==> src/rtl/dispatch_pkg.sv <==
// Shared constants and helpers for the rename/dispatch stage.
// Width-dependent types live in the modules because their widths come from parameters.
package dispatch_pkg;

    typedef logic [4:0] areg_t;

    localparam areg_t       ZERO_REG = 5'd31;
    localparam int unsigned NO_TAG   = 0;

    // Keeps the select field at least one bit wide for a single-RS build.
    function automatic int unsigned sel_width(input int unsigned num_rs);
        return (num_rs > 1) ? $clog2(num_rs) : 1;
    endfunction

endpackage

==> src/rtl/dispatch_stage_if.sv <==
// Upstream uop handshake plus the shared reservation-station write bus.
interface dispatch_stage_if #(
    parameter int unsigned ROB_SIZE = 32,
    parameter int unsigned NUM_RS   = 4,
    parameter int unsigned DATA_W   = 64,
    parameter int unsigned CMD_W    = 10
);
    import dispatch_pkg::*;

    localparam int unsigned TAG_W = $clog2(ROB_SIZE + 1);
    localparam int unsigned SEL_W = sel_width(NUM_RS);

    logic              in_valid;
    logic              in_ready;
    logic [SEL_W-1:0]  in_rs_sel;
    areg_t             in_rd;
    areg_t             in_rn;
    areg_t             in_rm;
    logic [DATA_W-1:0] in_imm;
    logic              in_use_imm;
    logic              in_reg_write;
    logic [CMD_W-1:0]  in_cmd;

    logic [NUM_RS-1:0] rs_we;
    logic [NUM_RS-1:0] rs_full;
    logic [TAG_W-1:0]  rs_tag;
    logic [TAG_W-1:0]  rs_tag1;
    logic [TAG_W-1:0]  rs_tag2;
    logic [DATA_W-1:0] rs_val1;
    logic [DATA_W-1:0] rs_val2;
    logic [CMD_W-1:0]  rs_cmd;

    modport master (
        output in_valid, in_rs_sel, in_rd, in_rn, in_rm, in_imm, in_use_imm, in_reg_write,
        output in_cmd, rs_full,
        input  in_ready, rs_we, rs_tag, rs_tag1, rs_tag2, rs_val1, rs_val2, rs_cmd
    );

    modport slave (
        input  in_valid, in_rs_sel, in_rd, in_rn, in_rm, in_imm, in_use_imm, in_reg_write,
        input  in_cmd, rs_full,
        output in_ready, rs_we, rs_tag, rs_tag1, rs_tag2, rs_val1, rs_val2, rs_cmd
    );

endinterface

==> src/rtl/operand_resolve.sv <==
// Resolves one source operand to a value or a pending ROB tag.
// Also used on held operands: tag 0 then passes rf_data_i (the held value) straight through.
module operand_resolve
    import dispatch_pkg::*;
#(
    parameter int unsigned TAG_W  = 6,
    parameter int unsigned DATA_W = 64
) (
    input  areg_t             areg_i,
    input  logic [TAG_W-1:0]  map_tag_i,
    input  logic [DATA_W-1:0] rf_data_i,
    input  logic [DATA_W:0]   rob_data_i,
    input  logic              cdb_valid_i,
    input  logic [TAG_W-1:0]  cdb_tag_i,
    input  logic [DATA_W-1:0] cdb_data_i,
    output logic [TAG_W-1:0]  tag_o,
    output logic [DATA_W-1:0] val_o
);

    always_comb begin
        tag_o = '0;
        val_o = '0;
        if (areg_i != ZERO_REG) begin
            if (map_tag_i == TAG_W'(NO_TAG)) begin
                val_o = rf_data_i;
            end else if (rob_data_i[DATA_W]) begin
                val_o = rob_data_i[DATA_W-1:0];
            end else if (cdb_valid_i && (cdb_tag_i == map_tag_i)) begin
                val_o = cdb_data_i;
            end else begin
                tag_o = map_tag_i;
            end
        end
    end

endmodule

==> src/rtl/dispatch_stage.sv <==
// Rename/dispatch stage: renames a uop, allocates a ROB entry and holds the resolved uop
// in a one-entry register, snooping the CDB, until its reservation station accepts it.
module dispatch_stage
    import dispatch_pkg::*;
#(
    parameter int unsigned ROB_SIZE = 32,
    parameter int unsigned NUM_RS   = 4,
    parameter int unsigned DATA_W   = 64,
    parameter int unsigned CMD_W    = 10,
    localparam int unsigned TAG_W   = $clog2(ROB_SIZE + 1),
    localparam int unsigned SEL_W   = sel_width(NUM_RS)
) (
    input  logic              clk_i,
    input  logic              reset_i,
    input  logic              flush_i,
    dispatch_stage_if.slave   bus,
    output areg_t             map_raddr1_o,
    output areg_t             map_raddr2_o,
    input  logic [TAG_W-1:0]  map_rdata1_i,
    input  logic [TAG_W-1:0]  map_rdata2_i,
    output logic              map_we_o,
    output areg_t             map_waddr_o,
    output logic [TAG_W-1:0]  map_wdata_o,
    output areg_t             rf_raddr1_o,
    output areg_t             rf_raddr2_o,
    input  logic [DATA_W-1:0] rf_rdata1_i,
    input  logic [DATA_W-1:0] rf_rdata2_i,
    output logic [TAG_W-1:0]  rob_raddr1_o,
    output logic [TAG_W-1:0]  rob_raddr2_o,
    input  logic [DATA_W:0]   rob_rdata1_i,
    input  logic [DATA_W:0]   rob_rdata2_i,
    input  logic [TAG_W-1:0]  rob_tail_i,
    input  logic              rob_full_i,
    output logic              rob_alloc_o,
    output areg_t             rob_alloc_rd_o,
    input  logic              cdb_valid_i,
    input  logic [TAG_W-1:0]  cdb_tag_i,
    input  logic [DATA_W-1:0] cdb_data_i,
    output logic [31:0]       stall_cycles_o
);

    typedef struct packed {
        logic [TAG_W-1:0]  tag;
        logic [DATA_W-1:0] val;
    } operand_t;

    typedef struct packed {
        logic [SEL_W-1:0]  sel;
        areg_t             rd;
        areg_t             rn;
        areg_t             rm;
        logic [DATA_W-1:0] imm;
        logic              use_imm;
        logic              reg_write;
        logic [CMD_W-1:0]  cmd;
    } dispatch_uop_t;

    dispatch_uop_t     uop;
    logic              d_valid_q, d_valid_d;
    logic [TAG_W-1:0]  d_tag_q, d_tag_d;
    logic [SEL_W-1:0]  d_sel_q, d_sel_d;
    logic [CMD_W-1:0]  d_cmd_q, d_cmd_d;
    operand_t          d_op1_q, d_op1_d;
    operand_t          d_op2_q, d_op2_d;
    logic [31:0]       stall_q, stall_d;
    logic              d_fire;
    logic              in_ready;
    logic              accept;
    logic [TAG_W-1:0]  acc1_tag, acc2_tag, snp1_tag, snp2_tag;
    logic [DATA_W-1:0] acc1_val, acc2_val, snp1_val, snp2_val;

    always_comb begin
        uop.sel       = bus.in_rs_sel;
        uop.rd        = bus.in_rd;
        uop.rn        = bus.in_rn;
        uop.rm        = bus.in_rm;
        uop.imm       = bus.in_imm;
        uop.use_imm   = bus.in_use_imm;
        uop.reg_write = bus.in_reg_write;
        uop.cmd       = bus.in_cmd;
    end

    operand_resolve #(.TAG_W(TAG_W), .DATA_W(DATA_W)) u_acc1 (
        .areg_i     (uop.rn),
        .map_tag_i  (map_rdata1_i),
        .rf_data_i  (rf_rdata1_i),
        .rob_data_i (rob_rdata1_i),
        .cdb_valid_i(cdb_valid_i),
        .cdb_tag_i  (cdb_tag_i),
        .cdb_data_i (cdb_data_i),
        .tag_o      (acc1_tag),
        .val_o      (acc1_val)
    );

    operand_resolve #(.TAG_W(TAG_W), .DATA_W(DATA_W)) u_acc2 (
        .areg_i     (uop.rm),
        .map_tag_i  (map_rdata2_i),
        .rf_data_i  (rf_rdata2_i),
        .rob_data_i (rob_rdata2_i),
        .cdb_valid_i(cdb_valid_i),
        .cdb_tag_i  (cdb_tag_i),
        .cdb_data_i (cdb_data_i),
        .tag_o      (acc2_tag),
        .val_o      (acc2_val)
    );

    // Held-operand snoop: never register 31, never ROB-done, so only the CDB match applies.
    operand_resolve #(.TAG_W(TAG_W), .DATA_W(DATA_W)) u_snp1 (
        .areg_i     (5'd0),
        .map_tag_i  (d_op1_q.tag),
        .rf_data_i  (d_op1_q.val),
        .rob_data_i ('0),
        .cdb_valid_i(cdb_valid_i),
        .cdb_tag_i  (cdb_tag_i),
        .cdb_data_i (cdb_data_i),
        .tag_o      (snp1_tag),
        .val_o      (snp1_val)
    );

    operand_resolve #(.TAG_W(TAG_W), .DATA_W(DATA_W)) u_snp2 (
        .areg_i     (5'd0),
        .map_tag_i  (d_op2_q.tag),
        .rf_data_i  (d_op2_q.val),
        .rob_data_i ('0),
        .cdb_valid_i(cdb_valid_i),
        .cdb_tag_i  (cdb_tag_i),
        .cdb_data_i (cdb_data_i),
        .tag_o      (snp2_tag),
        .val_o      (snp2_val)
    );

    always_comb begin
        d_fire   = d_valid_q & ~bus.rs_full[d_sel_q];
        in_ready = reset_i & ~flush_i & ~rob_full_i & (~d_valid_q | d_fire);
        accept   = bus.in_valid & in_ready;
    end

    always_comb begin
        bus.in_ready   = in_ready;
        map_raddr1_o   = uop.rn;
        map_raddr2_o   = uop.rm;
        rf_raddr1_o    = uop.rn;
        rf_raddr2_o    = uop.rm;
        rob_raddr1_o   = map_rdata1_i;
        rob_raddr2_o   = map_rdata2_i;
        map_we_o       = accept & uop.reg_write & (uop.rd != ZERO_REG);
        map_waddr_o    = uop.rd;
        map_wdata_o    = rob_tail_i;
        rob_alloc_o    = accept;
        rob_alloc_rd_o = uop.rd;
        stall_cycles_o = stall_q;

        bus.rs_we   = '0;
        bus.rs_tag  = '0;
        bus.rs_tag1 = '0;
        bus.rs_tag2 = '0;
        bus.rs_val1 = '0;
        bus.rs_val2 = '0;
        bus.rs_cmd  = '0;
        if (d_valid_q) begin
            bus.rs_tag  = d_tag_q;
            bus.rs_tag1 = snp1_tag;
            bus.rs_tag2 = snp2_tag;
            bus.rs_val1 = snp1_val;
            bus.rs_val2 = snp2_val;
            bus.rs_cmd  = d_cmd_q;
        end
        if (d_fire && !flush_i) begin
            bus.rs_we[d_sel_q] = 1'b1;
        end
    end

    always_comb begin
        d_valid_d = d_valid_q & ~d_fire;
        d_tag_d   = d_tag_q;
        d_sel_d   = d_sel_q;
        d_cmd_d   = d_cmd_q;
        d_op1_d   = '{tag: snp1_tag, val: snp1_val};
        d_op2_d   = '{tag: snp2_tag, val: snp2_val};
        if (accept) begin
            d_valid_d = 1'b1;
            d_tag_d   = rob_tail_i;
            d_sel_d   = uop.sel;
            d_cmd_d   = uop.cmd;
            d_op1_d   = '{tag: acc1_tag, val: acc1_val};
            d_op2_d   = uop.use_imm ? '{tag: '0, val: uop.imm}
                                    : '{tag: acc2_tag, val: acc2_val};
        end
        if (flush_i) begin
            d_valid_d = 1'b0;
        end

        stall_d = stall_q;
        if (bus.in_valid && !in_ready && (stall_q != 32'hFFFF_FFFF)) begin
            stall_d = stall_q + 32'd1;
        end
    end

    always_ff @(posedge clk_i) begin
        if (!reset_i) begin
            d_valid_q <= 1'b0;
            d_tag_q   <= '0;
            d_sel_q   <= '0;
            d_cmd_q   <= '0;
            d_op1_q   <= '0;
            d_op2_q   <= '0;
            stall_q   <= '0;
        end else begin
            d_valid_q <= d_valid_d;
            d_tag_q   <= d_tag_d;
            d_sel_q   <= d_sel_d;
            d_cmd_q   <= d_cmd_d;
            d_op1_q   <= d_op1_d;
            d_op2_q   <= d_op2_d;
            stall_q   <= stall_d;
        end
    end

endmodule
==> src/flat_wrapper.sv <==
// flat-port wrapper written by rule: the top's interface ports become plain ports
module dispatch_stage_flat import dispatch_pkg::*;
#(
    parameter int unsigned ROB_SIZE = 32,
    parameter int unsigned NUM_RS   = 4,
    parameter int unsigned DATA_W   = 64,
    parameter int unsigned CMD_W    = 10,
    localparam int unsigned TAG_W   = $clog2(ROB_SIZE + 1),
    localparam int unsigned SEL_W   = sel_width(NUM_RS)
)
  (clk_i, reset_i, flush_i, map_raddr1_o, map_raddr2_o, map_rdata1_i, map_rdata2_i, map_we_o, map_waddr_o, map_wdata_o, rf_raddr1_o, rf_raddr2_o, rf_rdata1_i, rf_rdata2_i, rob_raddr1_o, rob_raddr2_o, rob_rdata1_i, rob_rdata2_i, rob_tail_i, rob_full_i, rob_alloc_o, rob_alloc_rd_o, cdb_valid_i, cdb_tag_i, cdb_data_i, stall_cycles_o, bus_in_valid, bus_in_rs_sel, bus_in_rd, bus_in_rn, bus_in_rm, bus_in_imm, bus_in_use_imm, bus_in_reg_write, bus_in_cmd, bus_rs_full, bus_in_ready, bus_rs_we, bus_rs_tag, bus_rs_tag1, bus_rs_tag2, bus_rs_val1, bus_rs_val2, bus_rs_cmd);
  dispatch_stage_if #(.ROB_SIZE(ROB_SIZE), .NUM_RS(NUM_RS), .DATA_W(DATA_W), .CMD_W(CMD_W)) bus_i ();
  input  logic clk_i;
  input  logic reset_i;
  input  logic flush_i;
  output areg_t map_raddr1_o;
  output areg_t map_raddr2_o;
  input  logic [TAG_W-1:0] map_rdata1_i;
  input  logic [TAG_W-1:0] map_rdata2_i;
  output logic map_we_o;
  output areg_t map_waddr_o;
  output logic [TAG_W-1:0] map_wdata_o;
  output areg_t rf_raddr1_o;
  output areg_t rf_raddr2_o;
  input  logic [DATA_W-1:0] rf_rdata1_i;
  input  logic [DATA_W-1:0] rf_rdata2_i;
  output logic [TAG_W-1:0] rob_raddr1_o;
  output logic [TAG_W-1:0] rob_raddr2_o;
  input  logic [DATA_W:0] rob_rdata1_i;
  input  logic [DATA_W:0] rob_rdata2_i;
  input  logic [TAG_W-1:0] rob_tail_i;
  input  logic rob_full_i;
  output logic rob_alloc_o;
  output areg_t rob_alloc_rd_o;
  input  logic cdb_valid_i;
  input  logic [TAG_W-1:0] cdb_tag_i;
  input  logic [DATA_W-1:0] cdb_data_i;
  output logic [31:0] stall_cycles_o;
  input wire logic [$bits(bus_i.in_valid)-1:0] bus_in_valid;
  input wire logic [$bits(bus_i.in_rs_sel)-1:0] bus_in_rs_sel;
  input wire logic [$bits(bus_i.in_rd)-1:0] bus_in_rd;
  input wire logic [$bits(bus_i.in_rn)-1:0] bus_in_rn;
  input wire logic [$bits(bus_i.in_rm)-1:0] bus_in_rm;
  input wire logic [$bits(bus_i.in_imm)-1:0] bus_in_imm;
  input wire logic [$bits(bus_i.in_use_imm)-1:0] bus_in_use_imm;
  input wire logic [$bits(bus_i.in_reg_write)-1:0] bus_in_reg_write;
  input wire logic [$bits(bus_i.in_cmd)-1:0] bus_in_cmd;
  input wire logic [$bits(bus_i.rs_full)-1:0] bus_rs_full;
  output wire logic [$bits(bus_i.in_ready)-1:0] bus_in_ready;
  output wire logic [$bits(bus_i.rs_we)-1:0] bus_rs_we;
  output wire logic [$bits(bus_i.rs_tag)-1:0] bus_rs_tag;
  output wire logic [$bits(bus_i.rs_tag1)-1:0] bus_rs_tag1;
  output wire logic [$bits(bus_i.rs_tag2)-1:0] bus_rs_tag2;
  output wire logic [$bits(bus_i.rs_val1)-1:0] bus_rs_val1;
  output wire logic [$bits(bus_i.rs_val2)-1:0] bus_rs_val2;
  output wire logic [$bits(bus_i.rs_cmd)-1:0] bus_rs_cmd;
  assign bus_i.in_valid = bus_in_valid;
  assign bus_i.in_rs_sel = bus_in_rs_sel;
  assign bus_i.in_rd = bus_in_rd;
  assign bus_i.in_rn = bus_in_rn;
  assign bus_i.in_rm = bus_in_rm;
  assign bus_i.in_imm = bus_in_imm;
  assign bus_i.in_use_imm = bus_in_use_imm;
  assign bus_i.in_reg_write = bus_in_reg_write;
  assign bus_i.in_cmd = bus_in_cmd;
  assign bus_i.rs_full = bus_rs_full;
  assign bus_in_ready = bus_i.in_ready;
  assign bus_rs_we = bus_i.rs_we;
  assign bus_rs_tag = bus_i.rs_tag;
  assign bus_rs_tag1 = bus_i.rs_tag1;
  assign bus_rs_tag2 = bus_i.rs_tag2;
  assign bus_rs_val1 = bus_i.rs_val1;
  assign bus_rs_val2 = bus_i.rs_val2;
  assign bus_rs_cmd = bus_i.rs_cmd;
  dispatch_stage #(.ROB_SIZE(ROB_SIZE), .NUM_RS(NUM_RS), .DATA_W(DATA_W), .CMD_W(CMD_W)) u_core (.clk_i(clk_i), .reset_i(reset_i), .flush_i(flush_i), .bus(bus_i), .map_raddr1_o(map_raddr1_o), .map_raddr2_o(map_raddr2_o), .map_rdata1_i(map_rdata1_i), .map_rdata2_i(map_rdata2_i), .map_we_o(map_we_o), .map_waddr_o(map_waddr_o), .map_wdata_o(map_wdata_o), .rf_raddr1_o(rf_raddr1_o), .rf_raddr2_o(rf_raddr2_o), .rf_rdata1_i(rf_rdata1_i), .rf_rdata2_i(rf_rdata2_i), .rob_raddr1_o(rob_raddr1_o), .rob_raddr2_o(rob_raddr2_o), .rob_rdata1_i(rob_rdata1_i), .rob_rdata2_i(rob_rdata2_i), .rob_tail_i(rob_tail_i), .rob_full_i(rob_full_i), .rob_alloc_o(rob_alloc_o), .rob_alloc_rd_o(rob_alloc_rd_o), .cdb_valid_i(cdb_valid_i), .cdb_tag_i(cdb_tag_i), .cdb_data_i(cdb_data_i), .stall_cycles_o(stall_cycles_o));
endmodule
==> config.mk <==
export PLATFORM = sky130hd
export DESIGN_NAME = dispatch_stage_flat
export DESIGN_NICKNAME = d
export VERILOG_FILES = /design/src/rtl/dispatch_pkg.sv /design/src/rtl/dispatch_stage_if.sv /design/src/rtl/operand_resolve.sv /design/src/rtl/dispatch_stage.sv /design/src/flat_wrapper.sv
export SDC_FILE = /design/constraint.sdc
export NUM_CORES = 1
export LEC_CHECK = 0
export ABC_AREA = 1
export CAP_MARGIN = 20
export CELL_PAD_IN_SITES_DETAIL_PLACEMENT = 1
export CELL_PAD_IN_SITES_GLOBAL_PLACEMENT = 1
export CORE_AREA = 2 2 267 269
export CTS_CLUSTER_DIAMETER = 200
export DETAILED_ROUTE_END_ITERATION = 7
export DIE_AREA = 0 0 269 271
export GPL_TIMING_DRIVEN = 0
export HOLD_SLACK_MARGIN = 0.1
export PLACE_DENSITY = 0.81
export SLEW_MARGIN = 20
export SYNTH_ARGS = -nofsm -noshare
export SYNTH_HDL_FRONTEND = slang
export SYNTH_SLANG_ARGS = --single-unit
==> constraint.sdc <==
create_clock -name clk_i -period 3.25 [get_ports clk_i]
set_input_delay 0.975 -clock clk_i [delete_from_list [all_inputs] [get_ports clk_i]]
set_output_delay 0.975 -clock clk_i [all_outputs]
set_load 0.1 [all_outputs]
==> results.toml, run 1 <==
[run_status]
violations = "setup timing"
status = "complete, but fails checks"

[finish]
area_growth_pct = 86.27
multiInputGateArea_um2 = 13550
drive_above_1_share = 0.2136
regArea_um2 = 3839
fin_nets = 4556
final_area_um2 = 32110
nFillCells = 8904

[timing]
finalSetupViolations = 143
clock.fmax_ghz = 0.2811
finClkSkew_ns = 0.01913
timing_hold_violations_final = 0
finalCritPeriodShare = 1.095
relSlewSlack = 0.2981
grt_setup_unrepaired = "true"
worst_pin_slew_ns = 1.050
drv_slew = 0
layout_min_cycle_time_ns = 3.557
post-route-worst-setup-slack_ns = -0.3073

[critical_path]
crit_top_cell = "buf_12"
cp_top_family = "buffers and inverters"
r2r_start = "u_core.d_op2_q[67]$_SDFF_PN0_"
worst_r2r_path_depth = 24
r2r_slack_ns = -0.14
path_cells = "buf_8 > inv_8 > or2_4 > nand3_4 > nor2_4 > buf_12 > bufbuf_16 > nand3b_1 > buf_4 > a21oi_4 > buf_12"
cp-start-kind = "primary input"
cpPeakStageDelay_ns = 0.26
cp.arrival_ns = 2.58
cpMaxStageDelayCell = "bufbuf_16"
required_ns = 2.27
worst-path-buf-inv = 6
worstSetupPathType = "in -> out"
cp-end-kind = "primary output"
crit_fanout = 7
worstReg2RegEnd = "u_core.d_op2_q[53]$_SDFF_PN0_"

[synthesis]
ys_seq_elements = 191
yosysMostFrequentCell = "nand2_1"
yosysSeqAreaShare = 0.2218
synth_area_leaders = "nand2_1, dfxtp_1, nand3_1, a21oi_1, nor2_1"
yosysUniqueCellTypes = 28
synthTopCellsByCount = "nand2_1, nor2_1, nand3_1"
syn_inst = 3284
synth-main-ff-cell = "dfxtp_1"
yosysWarnings = 0
synthArstFlopShare = 0
syn_avg_cell_area_um2 = 5.249
yosysTopAreaCellShare = 0.2678
synth_fp_nets = 3734
synth_area_leader_cell = "nand2_1"
syn_area_um2 = 17240
synth_edf_count = 0

[placed_design]
port_buffers = 688
hpwl_um = 89720
pre_cts_slack_ns = -2.033
gp_congestion = 0.9882
place_area_um2 = 27830

[cts]
htreeDepth = 4
clkTransAtPathRegs_ns = 0.09
tritoncts = "built"
clkSinkCount = 191
hold_buffers = 0
cts_max_path_buffers = 2
cts_inserted_buffers = 17
ctsRootBufferMaster = "clkbuf_16"
clk-insertion-delay-late_ns = 0.52

[die]
dieArea_um2 = 72900
design.core.area_um2 = 69790
rows = 97
die_h_um = 271
start_util = 0.2470
die_w_um = 269
ios = 692

[grt]
grt_pass1_vias = 26060
grt_pass1_wl_um = 168800
grt_max_degree = 20
antenna_found_initial = 26
grt_util_all_layers = 0.3146
overflow = 0

[routing]
wl_per_cell_um = 23.70
route.detailed.vias_per_inst = 4.979
wl_um = 120200
num_vias = 25260
drt_iter0_markers = 1632
drtAntennaViolNets = 0
first_pass_iters = 6
drc_errors = 0

[hold_path]
hold_path_end = "u_core.d_tag_q[3]$_SDFFE_PN0N_"
min_path_type = "reg -> reg"
whs_path_depth = 2
hold_path_startpoint = "u_core.d_tag_q[3]$_SDFFE_PN0N_"

[power]
seq_power_share = 0.315
swShare = 0.3904
power_switching_uw = 2994
p_total_uw = 7668
leakage_uw = 0.01384
p_int_uw = 4674
power.density_nw_per_um2 = 238.8
ir_drop_uv = 298.1
p_clk_frac = 0.319
comb_power_share = 0.366

[flow_run]
drv_cap = 0
==> cells by family after synthesis <==
| family | count (synthesis) | synth area share |
|---|---|---|
| buf+inv | 594 | 0.1467 |
| compound gates | 330 | 0.09632 |
| flops | 191 | 0.2218 |
| xor+xnor | 33 | 0.01677 |
| fa+ha+maj | 1 | 0.0007257 |
| simple gates | 2135 | 0.5177 |
==> metal layers <==
layer  vias up  share of wire  GRT usage
li1      11790              -          -
met5         -         0.0010          0
met3       272          0.066    0.07154
met2       993           0.49     0.5450
met1     12180           0.40     0.3615
met4        18          0.049     0.1529
==> through the flow <==
step | util | TNS [ns] | hold WS, ns | std cells
after CTS | 0.4524 | -29.27 | 0.4733 | 5027
after global placement | 0.3983 | -380.49 | 0.4519 | 4912
final | 0.4601 | -24.09 | 0.4754 | 5073
after detailed placement | 0.3988 | -326.44 | 0.4576 | 4913
after global routing | 0.4600 | -30.28 | 0.4936 | 5070
after floorplan | - | -4.969 | 0.4438 | 3284
==> state kept, by name (all words and copies together), names as in the netlist <==
register	flops
u_core.d_op1_q	70
u_core.d_tag_q	6
u_core.stall_cycles_o	32
u_core.d_valid_q	1
u_core.d_op2_q	70
u_core.d_sel_q	2
u_core.d_cmd_q	10
==> cell usage in the layout (no fill, tap or decap), types with 64 or more instances in the layout <==
master           instances
nor2_1                 391
nand2_1               1205
buf_4                  164
a21oi_4                130
nand3_4                 64
clkdlybuf4s50_1        462
nand3b_1                65
or2_2                   64
nand3_1                274
dfxtp_1                183
a21oi_1                190
clkbuf_1                84
buf_12                 176
inv_1                  304
==> tightest hold or removal path: stages, from the launching register on <==
cell     delay (ns)
dfxtp_1        0.32
nand2_1        0.06
a21oi_1        0.06
==> area by class of cell <==
| class | instances | share of cell area |
|---|---|---|
| timing repair buffer | 813 | 0.3045 |
| clock buffer | 17 | 0.01325 |
| tap | 940 | 0.03663 |
| antenna | 14 | 0.001091 |
| sequential | 191 | 0.1196 |
| multi-input combinational | 2499 | 0.4221 |
| clock inverter | 15 | 0.006235 |
| inverter | 316 | 0.03901 |
| buffer | 268 | 0.05756 |
==> power by group through the flow <==
stage               logic [uW]  registers [uW]  clock network (uW)
floorplan                 1300            2470                   0
global placement          2450            2460                   0
detailed placement        2480            2460                   0
CTS                       2730            2410                2470
global route              2960            2420                2540
finish                    2800            2410                2450
==> timing repair <==
item                       in CTS  in global routing
pin swaps                      92                106
setup endpoints to repair     224                206
cloned                         26                  3
gates resized for setup      1624                207
setup buffers                  60                 50
==> worst max path at each step <==
stage	start	endpoint	slack (ns)	cells past startpoint
3_5_place_dp	cdb_tag_i[0]	bus_rs_val2[29]	-2.03	10
6_report	cdb_tag_i[4]	bus_rs_val2[53]	-0.31	11
2_1_floorplan	bus_rs_full[3]	bus_rs_we[0]	-0.27	5
5_1_grt	u_core.d_op2_q[67]$_SDFF_PN0_	bus_rs_val2[29]	-0.34	10
4_1_cts	cdb_tag_i[5]	bus_rs_val2[24]	-0.30	11
3_3_place_gp	cdb_tag_i[0]	bus_rs_val2[29]	-2.03	10
(Power assumes the default switching activity.)
==> run 2, diff against run 1 <==
--- a/config.mk
+++ b/config.mk
@@ -20,3 +20,4 @@
 export SYNTH_ARGS = -nofsm -noshare
 export SYNTH_HDL_FRONTEND = slang
 export SYNTH_SLANG_ARGS = --single-unit
+export TNS_END_PERCENT = 30
==> run 2 against run 1 <==
The flow still finishes with violations (setup timing). First-iteration DRC count is 7.9% lower. Largest cell class unchanged. Total power decreased by 2.5%. Combinational power fell by 2%. Cell area is 1.8% lower. Highest routed layer unchanged. Critical endpoint is now bus_rs_val2[42]. Final cell count is 0.65% lower. Sequential share of layout area grew 0.21 points. Clock-buffer cell count stayed put. Non-clock buffer count down 33.
==> results.toml, run 2 (synthesized netlist as in run 1, its figures left out) <==
[cts]
tritoncts = "built"
clkTransAtPathRegs_ns = 0.09
hold_buffers = 0
ctsRootBufferMaster = "clkbuf_16"
htreeDepth = 4
cts_inserted_buffers = 17
clk-insertion-delay-late_ns = 0.51
clkSinkCount = 191
cts_max_path_buffers = 2

[critical_path]
cp-end-kind = "primary output"
worstSetupPathType = "in -> out"
crit_fanout = 6
cp-start-kind = "primary input"
required_ns = 2.27
worst_r2r_path_depth = 22
cp.arrival_ns = 2.57

[timing]
clock.fmax_ghz = 0.2824
drv_slew = 0
relSlewSlack = 0.2520
finalSetupViolations = 141
worst_pin_slew_ns = 1.120
grt_setup_unrepaired = "true"
layout_min_cycle_time_ns = 3.541
post-route-worst-setup-slack_ns = -0.2908
timing_hold_violations_final = 0
finClkSkew_ns = 0.01441
finalCritPeriodShare = 1.089

[grt]
grtUsageMet2 = 0.5409
grt_max_degree = 29
top_usage_layer = "met2"
grt_pass1_wl_um = 165700
grt_use_met1 = 0.3583
grt_use_met3 = 0.07454
grt_util_all_layers = 0.3083
grt_pass1_vias = 25550
antenna_found_initial = 27
overflow = 0

[power]
p_total_uw = 7479
leakage_uw = 0.01377
ir_drop_uv = 394.6
power.density_nw_per_um2 = 237.3

[die]
design.core.area_um2 = 69790
ios = 692
die_h_um = 271
rows = 97
dieArea_um2 = 72900
start_util = 0.2470
die_w_um = 269

[hold_path]
whs_path_depth = 2
min_path_type = "reg -> reg"

[placed_design]
port_buffers = 688
gp_congestion = 0.9189
pre_cts_slack_ns = -2.290
placed_cells = 4912
hpwl_um = 88310

[routing]
wl_um = 117800
num_vias = 24990
drt_iter0_markers = 1503
drtAntennaViolNets = 0
first_pass_iters = 5
route.detailed.vias_per_inst = 4.959
wl_per_cell_um = 23.38
drc_errors = 0

[finish]
nFillCells = 8844
drive_above_1_share = 0.2058
layout_commonest_cell = "nand2_1"
final_cells = 5040
area_growth_pct = 82.83
fin_util = 0.4516
fin_nets = 4523
final_cell_mix = "nand2_1, clkdlybuf4s50_1, nor2_1"

[run_status]
status = "complete, but fails checks"
violations = "setup timing"

[flow_run]
drv_cap = 0
## run 2: cell count changes in the layout (fill, tap and decap cells not counted), sizes merged
cell / delta
buf: -27
bufinv: -2
clkbuf: -6
clkdlybuf4s50: -10
clkinvlp: +2
dlygate4sd2: +2
dlymetal6s2s: +8
## run 2: metrics by stage
stage,hold slack (ns),TNS (ns),instance area (um^2)
after detailed placement,0.4574,-405.67,27430
final,0.4716,-21.89,31520
after global routing,0.4982,-28.80,31490
after floorplan,0.4447,-13.25,19350
after global placement,0.4527,-408.45,27410
after CTS,0.4720,-32.62,30710
## run 2: cell type report
type	count	area [um^2]	area share
Clock inverter	15	166.4	0.005280
Buffer	268	1894	0.06011
Multi-Input combinational cell	2499	13340	0.4232
Tap cell	940	1176	0.03732
Timing Repair Buffer	780	9399	0.2982
Clock buffer	17	425.4	0.01350
Antenna cell	14	35.03	0.001112
Sequential cell	191	3832	0.1216
Inverter	316	1249	0.03962
## run 2: report_power, final
group	total [uW]	switching, uW	internal [uW]
Combinational	2750	1660	1090
Clock	2310	1280	1030
Sequential	2410	25.8	2390
Total	7480	2970	4510
## run 2: metal layers
layer  part of all wire  wire [um]
met5             0.0016        189
met4              0.039       4617
met3              0.070       8244
met2               0.49      57580
met1               0.40      47210
## run 2: worst max-delay path, stage by stage
cell and delay [ns]:
buf_12 0.10, inv_12 0.04, a21oi_4 0.15, nand3_4 0.10
nor2_4 0.16, buf_12 0.16, buf_8 0.13, buf_8 0.12
nand3b_1 0.17, a21oi_4 0.23, buf_12 0.20
## run 2: final timing paths
kind / slack (ns) / start / endpoint
setup / recovery: -0.29 / cdb_tag_i[5] / bus_rs_val2[42]
hold / removal: 0.47 / u_core.d_tag_q[2]$_SDFFE_PN0N_ / u_core.d_tag_q[2]$_SDFFE_PN0N_
setup reg to reg: 0.05 / u_core.d_op2_q[66]$_SDFF_PN0_ / u_core.d_op2_q[50]$_SDFF_PN0_
hold reg to reg: 0.47 / u_core.d_tag_q[2]$_SDFFE_PN0N_ / u_core.d_tag_q[2]$_SDFFE_PN0N_
## run 2: timing repair
action                     4_1_cts  5_1_grt
pin swaps                       74       67
setup endpoints to repair      303      239
gates cloned                    16        4
buffers inserted                46       33
resized for setup             1615      223
==> run 3, diff against run 2 <==
--- a/config.mk
+++ b/config.mk
@@ -20,4 +20,4 @@
 export SYNTH_ARGS = -nofsm -noshare
 export SYNTH_HDL_FRONTEND = slang
 export SYNTH_SLANG_ARGS = --single-unit
-export TNS_END_PERCENT = 30
+export TNS_END_PERCENT = 20
==> run 3 against run 2 <==
The run still ends with setup timing left. Worst setup slack got worse by 0.010 ns. Register-to-register slack got worse by 0.05 ns. Die area unchanged. Critical path depth decreased by 1. Critical endpoint is now bus_rs_val2[21]. Sequential share of layout area about the same. Clock skew decreased by 0.0034 ns. Combinational power about the same. Core utilization about the same. Wire length decreased by 0.47%. Flip-flop and latch count unchanged. Worst hold slack improved by 0.00054 ns.
==> results.toml, run 3 (synthesized netlist as in run 1, its figures left out) <==
[run_status]
status = "complete, but fails checks"
violations = "setup timing"

[power]
p_clk_frac = 0.320
p_int_uw = 4691
leakage_uw = 0.01377
comb_power_share = 0.361
power.density_nw_per_um2 = 239.7
swShare = 0.3795
power_switching_uw = 2868
seq_power_share = 0.319
ir_drop_uv = 338.0

[routing]
drc_errors = 0
first_pass_iters = 6
wl_per_cell_um = 23.20
drt_iter0_markers = 1929
drtAntennaViolNets = 0
num_vias = 25000
wl_um = 117300
route.detailed.vias_per_inst = 4.944

[critical_path]
cp.arrival_ns = 2.58
worst-path-buf-inv = 6
cpPeakStageDelay_ns = 0.25
cpMaxStageDelayCell = "a21oi_4"
r2r_slack_ns = 0
cp_top_family = "buffers and inverters"
worstSetupPathType = "in -> out"
path_cells = "buf_12 > xor2_4 > nor3_4 > buf_6 > buf_12 > buf_12 > buf_8 > nand3b_1 > a21oi_4 > buf_12"
cp-start-kind = "primary input"
crit_top_cell = "buf_12"
required_ns = 2.27
crit_fanout = 5
cp-end-kind = "primary output"

[timing]
timing_hold_violations_final = 0
drv_slew = 0
finClkSkew_ns = 0.01104
finalSetupViolations = 139
worst_pin_slew_ns = 1.020
clock.fmax_ghz = 0.2816
relSlewSlack = 0.3189
post-route-worst-setup-slack_ns = -0.3008
setup-tns-final_ns = -22.53
hold-worst-slack_ns = 0.4721
finalCritPeriodShare = 1.093
layout_min_cycle_time_ns = 3.551
grt_setup_unrepaired = "true"

[cts]
cts_max_path_buffers = 2
tritoncts = "built"
ctsRootBufferMaster = "clkbuf_16"
clkSinkCount = 191
hold_buffers = 0
clk-insertion-delay-late_ns = 0.51
htreeDepth = 4
cts_inserted_buffers = 17
clkTransAtPathRegs_ns = 0.08

[finish]
layout_commonest_cell = "nand2_1"
drive_above_1_share = 0.2065
fin_nets = 4549
area_growth_pct = 82.97
final_cell_mix = "nand2_1, clkdlybuf4s50_1, nor2_1"

[die]
die_w_um = 269
die_h_um = 271
dieArea_um2 = 72900
ios = 692
rows = 97
start_util = 0.2470
design.core.area_um2 = 69790

[grt]
overflow = 0
grt_pass1_vias = 25390
grt_max_degree = 29
antenna_found_initial = 17
grt_pass1_wl_um = 164200
grt_util_all_layers = 0.3062

[placed_design]
port_buffers = 688
gp_congestion = 0.9662
hpwl_um = 89710

[flow_run]
drv_cap = 0

[hold_path]
min_path_type = "reg -> reg"
-- run 3: metal layers --
layer | GRT usage | vias to the layer above | wire [um]
met5 | 0 | - | 154
met4 | 0.1395 | 24 | 5621
met3 | 0.06116 | 261 | 7632
met2 | 0.5187 | 1035 | 56540
met1 | 0.3701 | 11900 | 47350
li1 | - | 11780 | -
-- run 3: power by group through the flow --
stage	sequential, uW	clock (uW)	combinational (uW)
floorplan	2470	0	1230
global placement	2460	0	2390
detailed placement	2460	0	2410
CTS	2410	2450	2620
global route	2420	2540	2890
finish	2410	2420	2730
-- run 3: worst min-delay path: stages, from the launching register on --
cell and delay [ns]:
dfxtp_1 0.32, nand2_1 0.06, a21oi_1 0.05
-- run 3: stage by stage --
stage,total power (uW),instance area (um^2),utilization,cells,setup slack [ns]
floorplan,3704,19120,-,3284,-0.2738
global placement,4848,27190,0.3896,4912,-2.266
detailed placement,4876,27200,0.3898,4912,-2.232
CTS,7483,30560,0.4379,5028,-0.3241
global route,7840,31540,0.4520,5056,-0.3417
finish,7559,31540,0.4520,5056,-0.3008
-- run 3: final timing paths --
kind,startpoint,endpoint,cells past startpoint
setup / recovery,cdb_tag_i[2],bus_rs_val2[21],10
hold / removal,u_core.d_cmd_q[9]$_SDFFE_PN0N_,u_core.d_cmd_q[9]$_SDFFE_PN0N_,2
setup reg to reg,u_core.d_op2_q[67]$_SDFF_PN0_,u_core.d_op2_q[17]$_SDFF_PN0_,25
hold reg to reg,u_core.d_cmd_q[9]$_SDFFE_PN0N_,u_core.d_cmd_q[9]$_SDFFE_PN0N_,2
-- run 3: repair_timing --
item                                    4_1_cts  5_1_grt
resized for setup                          1570      262
pin swaps                                    55       84
endpoints found under the setup margin      243      268
gates cloned                                 13        3
setup buffers                                75       32
-- run 3: area by class of cell --
| cell class | instances | area [um^2] |
|---|---|---|
| fill | 8987 | 38250 |
| inverter | 316 | 1247 |
| multi-input combinational | 2499 | 13230 |
| clock buffer | 18 | 429.2 |
| tap | 940 | 1176 |
| antenna | 4 | 10.01 |
| sequential | 191 | 3830 |
| timing repair buffer | 804 | 9652 |
| buffer | 270 | 1784 |
| clock inverter | 14 | 178.9 |
